`src/rtl/mult_pkg.sv`:
```
// rtl/mult_pkg.sv - shared types and constants for the sequential multiplier
package mult_pkg;

  typedef enum logic [1:0] {IDLE, RUN, DONE} mult_state_t;

  localparam int MULT_ITERS = 32;
  localparam int CNT_W      = $clog2(MULT_ITERS);

endpackage

```
`src/rtl/add32_carry.sv`:
```
// rtl/add32_carry.sv - 32-bit adder with carry-out for the shift-add iteration
module add32_carry (
  input  logic [31:0] a,
  input  logic [31:0] b,
  output logic [31:0] sum,
  output logic        carry
);

  // 33-bit add so the carry out of the high accumulator half is kept
  always_comb begin
    {carry, sum} = {1'b0, a} + {1'b0, b};
  end

endmodule

```
`src/rtl/mult32_seq.sv`:
```
// rtl/mult32_seq.sv - iterative 32x32 shift-add multiplier with start/done handshake
module mult32_seq
  import mult_pkg::*;
#(
  parameter int WIDTH = 32
) (
  input  logic             clk,
  input  logic             reset,
  input  logic             start,
  input  logic             signed_op,
  input  logic [WIDTH-1:0] a,
  input  logic [WIDTH-1:0] b,
  output logic             ready,
  output logic             busy,
  output logic             done,
  output logic [WIDTH-1:0] hi,
  output logic [WIDTH-1:0] lo
);

  localparam logic [CNT_W-1:0] LAST_ITER = CNT_W'(MULT_ITERS - 1);

  mult_state_t        state;
  logic [WIDTH-1:0]   mcand;
  logic [WIDTH-1:0]   mplier;
  logic [2*WIDTH-1:0] acc;
  logic               neg;
  logic [CNT_W-1:0]   count;

  logic [WIDTH-1:0]   addend;
  logic [WIDTH-1:0]   sum;
  logic               carry;
  logic [2*WIDTH-1:0] acc_next;
  logic [2*WIDTH-1:0] product;
  logic [WIDTH-1:0]   a_mag;
  logic [WIDTH-1:0]   b_mag;

  // 0x80000000 negates to itself; read as unsigned it is still the right magnitude
  assign a_mag = (signed_op && a[WIDTH-1]) ? -a : a;
  assign b_mag = (signed_op && b[WIDTH-1]) ? -b : b;

  assign addend = mplier[0] ? mcand : '0;

  add32_carry u_add (
    .a     (acc[2*WIDTH-1:WIDTH]),
    .b     (addend),
    .sum   (sum),
    .carry (carry)
  );

  // carry re-enters at the top as {carry, acc} shifts right one place
  assign acc_next = {carry, sum, acc[WIDTH-1:1]};
  assign product  = neg ? -acc_next : acc_next;

  assign ready = (state == IDLE) || (state == DONE);
  assign busy  = (state == RUN);
  assign done  = (state == DONE);

  // control FSM plus datapath registers; hi/lo load only on the final iteration
  always_ff @(posedge clk or posedge reset) begin
    if (reset) begin
      state  <= IDLE;
      mcand  <= '0;
      mplier <= '0;
      acc    <= '0;
      neg    <= 1'b0;
      count  <= '0;
      hi     <= '0;
      lo     <= '0;
    end else begin
      case (state)
        IDLE, DONE: begin
          if (start) begin
            mcand  <= a_mag;
            mplier <= b_mag;
            neg    <= signed_op & (a[WIDTH-1] ^ b[WIDTH-1]);
            acc    <= '0;
            count  <= '0;
            state  <= RUN;
          end else begin
            state  <= IDLE;
          end
        end
        RUN: begin
          acc    <= acc_next;
          mplier <= mplier >> 1;
          count  <= count + 1'b1;
          if (count == LAST_ITER) begin
            hi    <= product[2*WIDTH-1:WIDTH];
            lo    <= product[WIDTH-1:0];
            state <= DONE;
          end
        end
        default: state <= IDLE;
      endcase
    end
  end

endmodule

```
`config.mk`:
```
export PLATFORM = sky130hd
export DESIGN_NAME = mult32_seq
export DESIGN_NICKNAME = d
export VERILOG_FILES = /design/src/rtl/mult_pkg.sv /design/src/rtl/add32_carry.sv /design/src/rtl/mult32_seq.sv
export SDC_FILE = /design/constraint.sdc
export NUM_CORES = 1
export LEC_CHECK = 0
export BUFFER_PORTS_ARGS = -buffer_cell sky130_fd_sc_hd__buf_2
export CORE_MARGIN = 2
export CORE_UTILIZATION = 38
export DETAILED_ROUTE_END_ITERATION = 8
export MAX_ROUTING_LAYER = met4
export PLACE_DENSITY = 0.58
export RECOVER_POWER = 50
export SLEW_MARGIN = 10
export SYNTH_ARGS = -nofsm -noshare
export SYNTH_HDL_FRONTEND = slang
export SYNTH_SLANG_ARGS = --single-unit
export TNS_END_PERCENT = 30
```
`constraint.sdc`:
```
create_clock -name clk -period 9.9 [get_ports clk]
set_clock_uncertainty 0.1 [all_clocks]
set_input_delay 1.485 -clock clk [delete_from_list [all_inputs] [get_ports clk]]
set_output_delay 1.485 -clock clk [all_outputs]
set_load 0.005 [all_outputs]
```
==> results of run 1 <==
-- path summary, 6_finish.rpt --
path	startpoint	endpoint	slack (ns)	depth (start not counted)
max in group asynchronous	reset	acc[5]	4.84	4
worst min register to register	mcand[23]	mcand[23]	0.37	2
min in group asynchronous	reset	hi[17]	2.12	2
worst max-delay path	mplier[0]	hi[30]	4.75	13
worst min-delay path	mcand[23]	mcand[23]	0.37	2
worst max register to register	mplier[0]	hi[30]	4.75	13
-- routing by layer --
layer  routed length (um)  up-vias
li1                     -     5023
met1                16700     4839
met2                13600      212
met3                 1410       31
met4                  390        0
met5                    0        -
-- metrics by stage --
step / cells / instance area [um2]
after floorplan: 1343 / 12000
after global placement: 1813 / 13000
after detailed placement: 1813 / 13000
after CTS: 1845 / 13600
after global routing: 1846 / 13600
final: 1846 / 13600
-- layout by cell type (no fill, tap or decap), types with 10 or more instances in the layout --
cell type,instances
nand2_1,198
dfrtp_1,198
o21ai_0,173
buf_2,102
xor2_1,79
a22o_1,57
xnor2_1,56
a21oi_1,53
nor2_1,45
and2_1,45
ha_1,37
clkbuf_1,34
a22oi_1,30
inv_1,24
o31ai_1,24
o21ai_1,21
or3_1,20
nor3_1,18
clkbuf_16,17
o41ai_1,16
nand3_1,14
o211ai_1,12
or4_1,12
a21o_1,10
nand4_1,10
-- sequential cells by signal, indices dropped and copies added, names as in the netlist --
name and flops:
mplier 32, neg 1, hi 32, mcand 32
acc 63, lo 32, state 2, count 5
-- kinds of logic (layout without fill, tap and decap cells) --
family          Yosys count  count (layout)  synth area share (%)
buf+inv                 100             200                  3.13
xor+xnor                135             135                  9.82
mux                       7               7                 0.644
compound gates          443             443                  23.7
simple gates            421             421                  17.3
fa+ha+maj                38              38                  4.01
flops                   199             199                  41.3
other cells               0               1                     0
-- worst register-to-register path: stages, from the launching register on --
cell,delay (ns)
dfrtp_1,0.74
and2_1,0.32
ha_1,0.22
fa_1,0.41
a21oi_1,0.28
o21bai_1,0.11
xor2_1,0.21
or4_4,0.59
nor4b_1,0.62
and4_1,0.38
nand4_1,0.25
o41ai_1,0.48
xor2_1,0.19
o21ai_1,0.07
-- cell type report --
cell class	count	area (um2)	share of cell area [%]
Clock inverter	14	179	1.32
Clock buffer	18	429	3.16
Tap cell	402	503	3.70
Multi-Input combinational cell	1044	6700	49.3
Inverter	25	95.1	0.700
Sequential cell	199	4980	36.7
Antenna cell	1	2.50	0.0184
Timing Repair Buffer	143	691	5.09
-- power groups by stage --
stage | clock, mW | combinational, mW | sequential [mW]
finish | 0.730 | 2.21 | 1.40
global route | 0.778 | 2.49 | 1.44
CTS | 0.745 | 2.23 | 1.39
detailed placement | 0 | 2.23 | 1.40
global placement | 0 | 2.20 | 1.41
floorplan | 0 | 1.68 | 1.31
==> metrics.yaml, run 1 <==
status: "complete, but fails checks"
failed_checks: "max-capacitance violations, max-slew violations"
yosysUniqueCellTypes: 67
syn_area_per_cell_um2: 8.97
cts_root_buf: "clkbuf_16"
use_met3_pct: 3.53
gp_congestion: 0.888
cp.required_ns: 10.06
ys_ff_latch: 199
clock-sinks: 199
dr.first_iter.drc_count: 656
grt_max_degree: 94
dp_hpwl_um: 23200
p_switching_mw: 1.97
htreeDepth: 4
synth_top_area_cell: "dfrtp_1"
max_stage_delay_ns: 0.74
critical_path_arrival_ns: 5.31
fmax_ghz: 0.194
setup_viol: 0
grt_pass1_wl_um: 53000
syn-cell-area_um2: 12000
clk_latency_ns: 0.45
io-pin-count: 135
vias: 10100
post_drt_wl_per_cell_um: 17.4
synthFlopType: "dfrtp_1"
synth_common_cells: "199 x dfrtp_1, 199 x nand2_1, 173 x o21ai_0, 79 x xor2_1, 72 x clkbuf_1"
area_growth_pct: 12.7
vias_per_cell: 5.47
use_met1_pct: 29.9
final_util_pct: 43.3
synthCells: 1343
p_sw_share_pct: 45.4
worstMarginPinSlew_ns: 4.16
wl_um: 32100
numCtsBuffers: 17
hold_class: "reg -> reg"
synth.area.top_cells: "dfrtp_1 41%, o21ai_0 7.2%, nand2_1 6.2%"
drv_slew: 257
setup_tns_ns: 0
crit_path_end_kind: "flip-flop"
drc_errors: 0
initial_core_util_pct: 38.4
numPortBuffers: 134
cts_setup_buffers: 0
whs_ns: 0.373
cts_tree: "done"
hold_buffers: 0
period_needed_ns: 5.15
pwr-share-comb_pct: 51.0
yosysWarnings: 0
postRouteAntennaNets: 0
die_x_um: 182
critical_path_buf_inv_count: 0
grt_pass1_vias: 9844
synth_nets: 1449
critPathKind: "reg -> reg"
use_met2_pct: 29.4
rsz0062_at_grt: "no"
finalHoldViolCount: 0
cp_common_cell: "xor2_1"
grt-busiest-layer: "met1"
die-area_um2: 33100
synth_seq_area_share_pct: 41.3
drt_first_pass_iters: 7
synth-edff-count: 0
maxCapViolations: 3
intPower_mw: 2.37
p_total_mw: 4.34
p_per_area_nw_per_um2: 320
grt-ovfl-total: 0
seqPwrFrac_pct: 32.2
synth_top_area_share_pct: 41.3
maxSlewHeadroom_pct: -179
layout_worst_path_cycle_share_pct: 52.0
drive_gt1_share_pct: 11.7
layout.nets: 1536
coreArea_um2: 31400
ys_async_sr_fraction_pct: 100
antenna_found_initial: 1
worst_slack_ns: 4.75
grtUsageTotal_pct: 20.4
ir_worst_vdd_v: 0.000160
num_rows: 65
leakage_nw: 5.96
crit_fanout: 33
num-fill-cells: 3165
die_h_um: 182
clkTransAtPathRegs_ns: 0.08
critPathTopFamily: "simple AND/OR/NAND/NOR gates"
slowest_stage: "dfrtp_1"
post_cts_resized: 0
startpoint_type: "flip-flop"
cts_buffer_depth: 2
pre_cts_ws_ns: 4.88
crit_chain: "and2_1 > ha_1 > fa_1 > a21oi_1 > o21bai_1 > xor2_1 > or4_4 > nor4b_1 > and4_1 > nand4_1 > o41ai_1 > xor2_1 > o21ai_1"
p_clk_share_pct: 16.8
No activity file was read; power rests on OpenSTA's default activity.
==> inputs of run 2 (changes only) <==
- clock period: 9.9 -> 5.22 ns (I/O delays scaled with it)
==> run 2 against run 1 <==
- count of clock-buffer cells in the layout fell by 1
- sequential cell count stayed put
- the flow still finishes with violations (max-capacitance violations, max-slew violations)
- fmax grew 7.1%
- global-route usage decreased by 0.062 points
- hold slack improved by 0.0031 ns
- largest cell class unchanged
- clock power grew 86%
- register-to-register slack worse by 4.3 ns
- highest routed layer unchanged
- total power is 93% higher
- routed wire length down 0.17%
==> metrics.yaml, run 2 (synthesized netlist as in run 1, its figures left out) <==
clock-sinks: 199  # unchanged
crit_fanout: 33  # unchanged
grtUsageTotal_pct: 20.4  # about the same
cp_common_cell: "o21ai_1"  # was xor2_1
gp_congestion: 0.948  # was 0.888
pre_cts_ws_ns: 0.212  # was 4.88 ns
max_stage_delay_ns: 0.62  # was 0.74 ns
hold_buffers: 0  # unchanged
p_per_area_nw_per_um2: 613  # was 320 nW/um2
dr.first_iter.drc_count: 684  # was 656
initial_core_util_pct: 38.4  # unchanged
most-common-layout-cells: "197 x nand2_1, 197 x dfrtp_1, 173 x o21ai_0"  # was 198 x nand2_1, 198 x dfrtp_1, 173 x o21ai_0
startpoint_type: "flip-flop"  # unchanged
reg2reg_depth: 14  # was 13
dp_cells: 1822  # was 1,813
reg2reg_to: "hi[31]"  # was hi[30]
grt_max_degree: 163  # was 94
r2r_setup_slack_ns: 0.41  # was 4.75 ns
critical_path_buf_inv_count: 1  # was 0
clkTransAtPathRegs_ns: 0.09  # was 0.08 ns
critPathKind: "reg -> reg"  # unchanged
grt-ovfl-total: 0  # unchanged
io-pin-count: 135  # unchanged
p_total_mw: 8.39  # was 4.34 mW
r2r_start: "mplier[0]"  # unchanged
failed_checks: "max-capacitance violations, max-slew violations"  # unchanged
hold_class: "reg -> reg"  # unchanged
layout.nets: 1545  # was 1,536
numPortBuffers: 134  # unchanged
grt_pass1_wl_um: 52900  # was 53,000 um
area_growth_pct: 13.6  # was 12.7%
finalHoldViolCount: 0  # unchanged
slowest_stage: "dfrtp_2"  # was dfrtp_1
maxCapViolations: 2  # was 3
num-fill-cells: 3178  # was 3,165
postRouteAntennaNets: 0  # unchanged
critPathTopFamily: "compound AO/OA/AOI/OAI gates"  # was simple AND/OR/NAND/NOR gates
drive_gt1_share_pct: 13.8  # was 11.7%
worstMarginPinSlew_ns: 3.63  # was 4.16 ns
fmax_ghz: 0.208  # was 0.194 GHz
drv_slew: 201  # was 257
drc_errors: 0  # unchanged
cts_root_buf: "clkbuf_16"  # unchanged
die_h_um: 182  # unchanged
vias_per_cell: 5.49  # was 5.47
vias: 10200  # was 10,100
ir_worst_vdd_v: 0.000270  # was 0.000160 V
layout_worst_path_cycle_share_pct: 92.2  # was 52.0%
status: "complete, but fails checks"  # unchanged
cp.required_ns: 5.42  # was 10.06 ns
largest-register: "acc"  # unchanged
clk_latency_ns: 0.45  # about the same
period_needed_ns: 4.81  # was 5.15 ns
drt_first_pass_iters: 5  # was 7
critical_path_arrival_ns: 5.01  # was 5.31 ns
post_drt_wl_per_cell_um: 17.3  # was 17.4 um
setup_tns_ns: 0  # unchanged
crit_path_end_kind: "flip-flop"  # unchanged
min_to: "lo[4]"  # was mcand[23]
worst_slack_ns: 0.409  # was 4.75 ns
wl_um: 32100  # about the same
hold_depth: 2  # unchanged
crit_chain: "and2_1 > ha_1 > fa_1 > a21oi_1 > o21ai_1 > and3_1 > o211ai_1 > a211oi_1 > a2111oi_0 > buf_4 > nand4_4 > o41ai_2 > xor2_1 > o21ai_1"  # was and2_1 > ha_1 > fa_1 > a21oi_1 > o21bai_1 > xor2_1 > or4_4 > nor4b_1 > and4_1 > nand4_1 > o41ai_1 > xor2_1 > o21ai_1
worstHoldStart: "lo[4]"  # was mcand[23]
die_x_um: 182  # unchanged
coreArea_um2: 31400  # unchanged
largest_reg_flops: 63  # unchanged
cts_tree: "done"  # unchanged
maxSlewHeadroom_pct: -142  # was -179%
numCtsBuffers: 17  # unchanged
htreeDepth: 4  # unchanged
num_rows: 65  # unchanged
fin_cells: 1855  # was 1,846
dp_hpwl_um: 23300  # was 23,200 um
grt_pass1_vias: 9854  # was 9,844
antenna_found_initial: 1  # unchanged
leakage_nw: 6.08  # was 5.96 nW
setup_viol: 0  # unchanged
cts_buffer_depth: 2  # unchanged
rsz0062_at_grt: "no"  # unchanged
die-area_um2: 33100  # unchanged
-- run 2: what timing repair did --
action                     4_1_cts  5_1_grt
resized for setup                0        1
setup endpoints to repair        0        5
hold endpoints to repair         0        0
buffers inserted                 0        0
-- run 2: where the power goes --
| part | switching [mW] | internal (mW) |
|---|---|---|
| combinational | 2.57 | 1.77 |
| sequential | 0.550 | 2.14 |
| clock | 0.707 | 0.653 |
-- run 2: worst register-to-register path, cell delays in order (launching register included) --
cell       delay (ns)
dfrtp_2          0.62
and2_1           0.26
ha_1             0.22
fa_1             0.41
a21oi_1          0.28
o21ai_1          0.20
and3_1           0.23
o211ai_1         0.44
a211oi_1         0.33
a2111oi_0        0.55
buf_4            0.21
nand4_4          0.14
o41ai_2          0.40
xor2_1           0.20
o21ai_1          0.07
-- run 2: how the worst max path moves through the flow --
| stage | depth (start not counted) | start | end | slack [ns] |
|---|---|---|---|---|
| 2_1_floorplan | 14 | mplier[0] | hi[31] | 1.14 |
| 6_report | 14 | mplier[0] | hi[31] | 0.41 |
| 4_1_cts | 14 | mplier[0] | hi[31] | 0.18 |
| 3_5_place_dp | 14 | mplier[0] | hi[31] | 0.21 |
| 5_1_grt | 3 | reset | neg | 0.09 |
| 3_3_place_gp | 13 | mplier[0] | hi[30] | 0.40 |
-- run 2: through the flow --
stage / hold WS (ns) / utilization, % / instance area (um2)
after floorplan: 0.331 / - / 12000
after global placement: 0.351 / 41.8 / 13100
after detailed placement: 0.364 / 41.8 / 13100
after CTS: 0.383 / 43.7 / 13700
after global routing: 0.404 / 43.6 / 13700
final: 0.376 / 43.6 / 13700
-- run 2: cell type report --
type | count | area (um2) | share of cell area, %
clock buffers | 17 | 425 | 3.11
repair buffers | 152 | 793 | 5.80
well taps | 402 | 503 | 3.68
diodes | 1 | 2.50 | 0.0183
clock inverters | 15 | 176 | 1.29
multi-input cells | 1044 | 6710 | 49.0
inverters | 25 | 95.1 | 0.695
flip-flops and latches | 199 | 4980 | 36.4
-- run 2: layer usage --
layer	global-route usage [%]	wire length, um	up-vias
li1	-	-	5060
met1	30.2	16300	4858
met2	30.0	13800	233
met3	2.45	1640	25
met4	4.29	320	0
met5	-	0	-
